==> src/rtl/dnn_neuron3.sv <==
// Three-input fixed-point neuron: y = act(x1*w1 + x2*w2 + x3*w3 + BIAS), computed
// with one shared multiplier that is sequenced by a six-state FSM.
module dnn_neuron3 #(
    parameter int                 FRAC = 8,
    parameter logic signed [15:0] BIAS = 16'sh0000,
    parameter bit                 RELU = 1'b1
) (
    input  logic               clk,
    input  logic               rst_n,
    input  logic signed [15:0] x1,
    input  logic signed [15:0] x2,
    input  logic signed [15:0] x3,
    input  logic signed [15:0] w1,
    input  logic signed [15:0] w2,
    input  logic signed [15:0] w3,
    input  logic               done1,
    input  logic               done2,
    input  logic               done3,
    output logic signed [15:0] y,
    output logic               neuron_done,
    output logic               ready
);

    typedef enum logic [2:0] {
        IDLE = 3'd0,
        MUL1 = 3'd1,
        MUL2 = 3'd2,
        MUL3 = 3'd3,
        ACT  = 3'd4,
        DONE = 3'd5
    } state_t;

    state_t state, state_nxt;

    logic all_done;
    logic all_done_q;
    logic trigger;
    logic accept;

    logic signed [15:0] x1_p0, x2_p0, x3_p0;
    logic signed [15:0] w1_p0, w2_p0, w3_p0;
    logic signed [15:0] mul_a, mul_b;
    logic signed [31:0] prod;
    logic signed [33:0] prod_ext;
    logic signed [33:0] acc_p1;
    logic signed [33:0] bias_ext;
    logic signed [33:0] acc_shr;

    // Clamp the shifted accumulator into the 16-bit result range.
    function automatic logic signed [15:0] sat16(input logic signed [33:0] v);
        if (v > 34'sd32767)
            return 16'sh7FFF;
        else if (v < -34'sd32768)
            return 16'sh8000;
        else
            return v[15:0];
    endfunction

    function automatic logic signed [15:0] activate(input logic signed [15:0] v);
        if (RELU && v < 16'sd0)
            return 16'sh0000;
        else
            return v;
    endfunction

    assign all_done = done1 & done2 & done3;
    assign trigger  = all_done & ~all_done_q;
    assign ready    = (state == IDLE) || (state == DONE);
    assign accept   = trigger & ready;

    // Bias is aligned with the Q(2*FRAC) scale of the raw products.
    assign bias_ext = $signed({{18{BIAS[15]}}, BIAS}) <<< FRAC;
    assign acc_shr  = acc_p1 >>> FRAC;

    always_comb begin
        mul_a = x1_p0;
        mul_b = w1_p0;
        case (state)
            MUL2: begin
                mul_a = x2_p0;
                mul_b = w2_p0;
            end
            MUL3: begin
                mul_a = x3_p0;
                mul_b = w3_p0;
            end
            default: begin
                mul_a = x1_p0;
                mul_b = w1_p0;
            end
        endcase
    end

    assign prod     = mul_a * mul_b;
    assign prod_ext = $signed({{2{prod[31]}}, prod});

    always_comb begin
        state_nxt = state;
        case (state)
            IDLE:    if (accept) state_nxt = MUL1;
            MUL1:    state_nxt = MUL2;
            MUL2:    state_nxt = MUL3;
            MUL3:    state_nxt = ACT;
            ACT:     state_nxt = DONE;
            DONE:    if (accept) state_nxt = MUL1;
            default: state_nxt = IDLE;
        endcase
    end

    always_ff @(posedge clk or negedge rst_n) begin
        if (!rst_n) begin
            state      <= IDLE;
            all_done_q <= 1'b0;
        end else begin
            state      <= state_nxt;
            all_done_q <= all_done;
        end
    end

    // Stage p0: operand capture on an accepted trigger
    always_ff @(posedge clk or negedge rst_n) begin
        if (!rst_n) begin
            x1_p0 <= '0;
            x2_p0 <= '0;
            x3_p0 <= '0;
            w1_p0 <= '0;
            w2_p0 <= '0;
            w3_p0 <= '0;
        end else if (accept) begin
            x1_p0 <= x1;
            x2_p0 <= x2;
            x3_p0 <= x3;
            w1_p0 <= w1;
            w2_p0 <= w2;
            w3_p0 <= w3;
        end
    end

    // Stage p1: accumulate one product per MUL state
    always_ff @(posedge clk or negedge rst_n) begin
        if (!rst_n) begin
            acc_p1 <= '0;
        end else if (accept) begin
            acc_p1 <= bias_ext;
        end else if (state == MUL1 || state == MUL2 || state == MUL3) begin
            acc_p1 <= acc_p1 + prod_ext;
        end
    end

    // Stage p2: activation and result register
    always_ff @(posedge clk or negedge rst_n) begin
        if (!rst_n) begin
            y           <= '0;
            neuron_done <= 1'b0;
        end else if (accept) begin
            neuron_done <= 1'b0;
        end else if (state == ACT) begin
            y           <= activate(sat16(acc_shr));
            neuron_done <= 1'b1;
        end
    end

endmodule

==> config.mk <==
export PLATFORM = sky130hd
export DESIGN_NAME = dnn_neuron3
export DESIGN_NICKNAME = d
export VERILOG_FILES = /design/src/rtl/dnn_neuron3.sv
export SDC_FILE = /design/constraint.sdc
export NUM_CORES = 1
export LEC_CHECK = 0
export ABC_AREA = 1
export CAP_MARGIN = 20
export CORE_UTILIZATION = 40
export DETAILED_ROUTE_END_ITERATION = 16
export PLACE_DENSITY = 0.57
export SKIP_LAST_GASP = 1
export SLEW_MARGIN = 20
export SYNTH_ARGS = -nofsm -noshare
export SYNTH_HDL_FRONTEND = slang
export SYNTH_SLANG_ARGS = --single-unit
==> constraint.sdc <==
create_clock -name clk -period 8.75 [get_ports clk]
set_input_delay 0.875 -clock clk [delete_from_list [all_inputs] [get_ports clk]]
set_output_delay 0.875 -clock clk [all_outputs]
set_load 0.02 [all_outputs]
Word-level counts from Yosys, hierarchy flattened:

Index checks and enable logic that the tools add are counted.

* register bits after elaboration: 151
* bits in latches: 0
* bits in writable memories: 0
* ROM bits: 0
* memories kept: 0

* add/sub/neg operators: 1
* $mul: 1
* divide/modulo/power cells: 0
* order comparisons: 3
* equality and inequality tests: 6
* shifts and indexed selects: 0
* multiplexer cells: 13
* bitwise operators: 6
* reductions and logical operators: 8

Operators by type and width (number)
* $mux W16: 5
* $mux W34: 2
* $pmux W16 S2: 2
* $add A34 B32 Y34: 1
* $mul A16 B16 Y32: 1
* $gt A26 B16 Y1 const B: 1
* $lt A26 B16 Y1 const B: 1
* $lt A16 B1 Y1 const B: 1
* $pmux W3 S5: 1
* $eq A3 B2 Y1 const B: 2
* $eq A3 B3 Y1 const B: 2
* $and A1 B1 Y1: 4
* $reduce_bool A2 Y1: 2
* $eq A3 B1 Y1 const B: 1
* $logic_not A3 Y1: 1
* $logic_or A1 B1 Y1: 3
* $mux W3: 1
* $mux W1: 2
* $ne A2 B1 Y1 const B: 1
* $not A1 Y1: 2
* $reduce_and A2 Y1: 1
* $reduce_or A2 Y1: 1

Depth between registers and ports, before layout:

* depth in word-level cells: 7
* depth in mapped cells: 34
* depth with buffers taken out: 31

Worst setup path after synthesis:

OpenSTA, ideal clock, no wires.

* path type: reg-to-reg
* from: register state[0]
* to: register acc_p1[32]
* library setup time: 0.118 ns
* arrival time: 6.161 ns
* data required time: 8.632 ns
* setup slack: 2.471 ns
* stages on the path, launching flop included: 31
* period minus slack after synthesis: 6.279 ns
* cell sequence: dfrtp_1 buf_4 nor2_4 nand2_2 nand2_1 inv_2 buf_4 a21oi_2 nor2_1 fa_1 fa_1 inv_1 fa_1 inv_1 fa_1 fa_1 inv_1 fa_1 inv_1 ha_1 inv_1 nor3_1 inv_1 nor2_1 inv_1 nor3_1 nand2_1 nand2_1 nand2_1 nand3_1 nand2_1

* word-level cells in the longest chain between the ends: 6
* elaborated cells between the ends (all ways): 16

Ends and longest elaborated chain
* start: declaration: line 33 `state_t state, state_nxt;`
* start signal: assignment: line 115 `state <= state_nxt;`
* $eq A3 B2 Y1: line 78, 145
* $pmux W16 S2: line 78 `case (state)`
* $mul A16 B16 Y32: line 94 `assign prod = mul_a * mul_b;`
* $add A34 B32 Y34: line 146 `acc_p1 <= acc_p1 + prod_ext;`
* $mux W34: line 145 `end else if (state == MUL1 || state == MUL2 || state == MUL3) begin`
* $mux W34: line 143 `end else if (accept) begin`
* end signal: assignment: line 144 `acc_p1 <= bias_ext;`
* end signal: assignment: line 146
* end: declaration: line 45 `logic signed [33:0] acc_p1;`

Several ways; a longest one is shown, not always the timed one. The select of a mux whose other input is x is not followed.
A chain may end at the register's enable or synchronous reset.

Worst setup path after layout:

* from: register state[0]
* to: register acc_p1[30]

The elaborated chain is that of the path after synthesis.

==> flow_metrics.tcl <==
set metrics [dict create \
    rows 77 \
    syn-num-nets 2644 \
    critical_path_arrival_ps 7850 \
    num_vias 13900 \
    cts_made_buffers 17 \
    drc_errors 0 \
    maxSlewHeadroom_pct 30.3 \
    detail_route.wl_per_cell_um 18.0 \
    worst_pin_slew_ps 1050 \
    die_h_um 213 \
    cts_resized 0 \
    final.setup.tns_ps 0 \
    finalNonFillerCells 2834 \
    ys_types 41 \
    synthCells 2136 \
    pre_cts_ws_ps 1260 \
    clkTransAtPathRegs_ps 80 \
    setup_violations 0 \
    cp-startpoint "state[0]" \
    setup.worst_path.class "reg2reg" \
    post-cts-setup-buffers 0 \
    grt.met2_usage_pct 37.6 \
    grt_overflow 0 \
    start_kind "flip-flop" \
    fillers 4428 \
    layout_common_cells "490 x inv_1, 487 x nand2_1, 305 x fa_1" \
    area_growth_pct 13.0 \
    wl_um 51000 \
    clock_latency_ps 480 \
    grt_setup_unrepaired "false" \
    hp-class "in2async" \
    seqCellArea_um2 3750 \
    hold_viol_final 0 \
    die_x_um 213 \
    grt_use_met1_pct 34.6 \
    start_util_pct 40.5 \
    tritoncts "yes" \
    grt_use_total_pct 24.4 \
    grt_pass1_wl_um 83500 \
    drive_above_1_share_pct 4.60 \
    slew_viol_final 0 \
    first_pass_iters 6 \
    met3_usage_pct 4.16 \
    grt_max_degree 111 \
    vias_per_cell 4.91 \
    clockRootBuffer "clkbuf_16" \
    grt_pass1_vias 15000 \
    final.period_utilization_pct 85.4 \
    critical_path_required_ps 9120 \
    grt-busiest-layer "met2" \
    ios 119 \
    drt_first_iter_violations 1077 \
    gp_congestion 0.916 \
    crit_path_max_incr_delay_ps 740 \
    syn_avg_cell_area_um2 8.36 \
    hold_buffers 0 \
    fin_skew_ps 16.0 \
    ant_nets 0 \
    die_area_um2 45500 \
    max-cap-violations 0 \
    htree_num_levels 4 \
    synth_seq_area_share_pct 21.0 \
    antenna_found_initial 1 \
    r2r-start "state[0]" \
    cts_sinks 150 \
    hpwlAfterDp_um 42100 \
    cpMostUsedCell "inv_1" \
    io_buffers 117 \
    cp-end-kind "flip-flop" \
    synth-seq-cells 150 \
    cts_buffer_depth 2 \
    ys_warn_count 0 \
    fin_ws_ps 1270 \
    dp_cells 2801 \
    crit_path_top_delay_cell "fa_1" \
    outcome "complete, no violations" \
    final_common_cell "inv_1" \
    synth_area_um2 17900 \
    core_um2 44100 \
    fmax_mhz 134 \
    min_period_ps 7480 \
    crit_path_max_fanout 34 \
    multi_input_area_um2 11900 \
    nets 2736 \
]
==> logic make-up (layout without fill, tap and decap cells) <==
family	after synthesis	in the layout	synth area share (%)
XOR/XNOR	9	9	0.441
adder cells (fa/ha/maj)	407	407	41.3
other	1	2	0.0210
buffers and inverters	567	672	12.5
AO/OA/AOI/OAI	237	237	7.84
AND/OR/NAND/NOR	765	765	16.9
flip-flops	150	150	21.0
==> final timing paths <==
| check | cells after the start | end | slack [ps] |
|---|---|---|---|
| worst max-delay path | 29 | acc_p1[30] | 1270 |
| worst min-delay path | 1 | w3_p0[13] | 340 |
| worst max register to register | 29 | acc_p1[30] | 1270 |
| worst min register to register | 2 | x1_p0[2] | 480 |
| max in group asynchronous | 3 | w2_p0[2] | 6620 |
| min in group clk | 2 | x1_p0[2] | 480 |
==> metal layers <==
layer  wire length (µm)  share of wire [%]
met1              23900                 47
met2              22900                 45
met3               2860                5.6
met4               1390                2.7
met5                  0                  0
==> worst max-delay path, delay by kind of cell (launching register included) <==
family,cells,cell delay (ps)
buffers and inverters,9,1200
AND/OR/NAND/NOR,13,1850
adder cells (fa/ha/maj),7,3800
flip-flops,1,540
==> registers in the layout, summed over array words and instances (netlist names) <==
signal       cells
y               15
w2_p0           16
state            3
acc_p1          34
neuron_done      1
x2_p0           16
all_done_q       1
x3_p0           16
x1_p0           16
w1_p0           16
w3_p0           16
==> cells in the mapped netlist <==
master | n | area [µm²]
a21oi_2 | 23 | 201
nand3_1 | 45 | 225
xor2_1 | 2 | 17.5
a21o_1 | 7 | 52.6
o21ai_1 | 51 | 255
nor4_1 | 4 | 25.0
nand3_2 | 2 | 20.0
nand2_1 | 487 | 1830
dfrtp_1 | 150 | 3750
xnor2_1 | 7 | 61.3
a21boi_0 | 2 | 15.0
o21bai_1 | 2 | 15.0
a32oi_1 | 1 | 8.76
a21oi_4 | 1 | 16.3
nand3b_1 | 2 | 15.0
o21ai_0 | 57 | 285
nand2_2 | 1 | 6.26
conb_1 | 1 | 3.75
clkbuf_1 | 13 | 48.8
a22oi_1 | 5 | 37.5
nor2_4 | 2 | 22.5
o22ai_1 | 30 | 188
o21ai_2 | 3 | 26.3
o211ai_1 | 2 | 15.0
ha_1 | 102 | 1280
nand4_1 | 9 | 56.3
or2_2 | 3 | 18.8
inv_2 | 17 | 63.8
buf_2 | 35 | 175
buf_6 | 3 | 33.8
nor2_1 | 201 | 754
a31oi_1 | 3 | 18.8
nor3_1 | 6 | 30.0
o31ai_1 | 2 | 15.0
nor2_2 | 2 | 12.5
or2_1 | 1 | 6.26
buf_4 | 9 | 67.6
a21oi_1 | 44 | 220
inv_1 | 490 | 1840
fa_1 | 305 | 6110
o21a_1 | 4 | 30.0
==> final cells by class <==
cell class	count	share of cell area, %
antenna	1	0.0124
multi-input combinational	1419	58.9
clock inverter	15	0.880
sequential	150	18.6
inverter	507	9.44
tap	592	3.67
timing repair buffer	133	6.40
clock buffer	17	2.11
==> per-stage QoR <==
stage	cell area [µm²]	hold WS [ps]	utilization, %
final	20200	343	45.7
after global routing	20200	366	45.7
after CTS	20200	337	45.7
after detailed placement	19600	466	44.4
after global placement	19600	462	44.4
after floorplan	17900	449	-
Power is left out: the tool's default activity adds up to more than one toggle a clock period on the data nets, which glitch-free logic cannot reach.
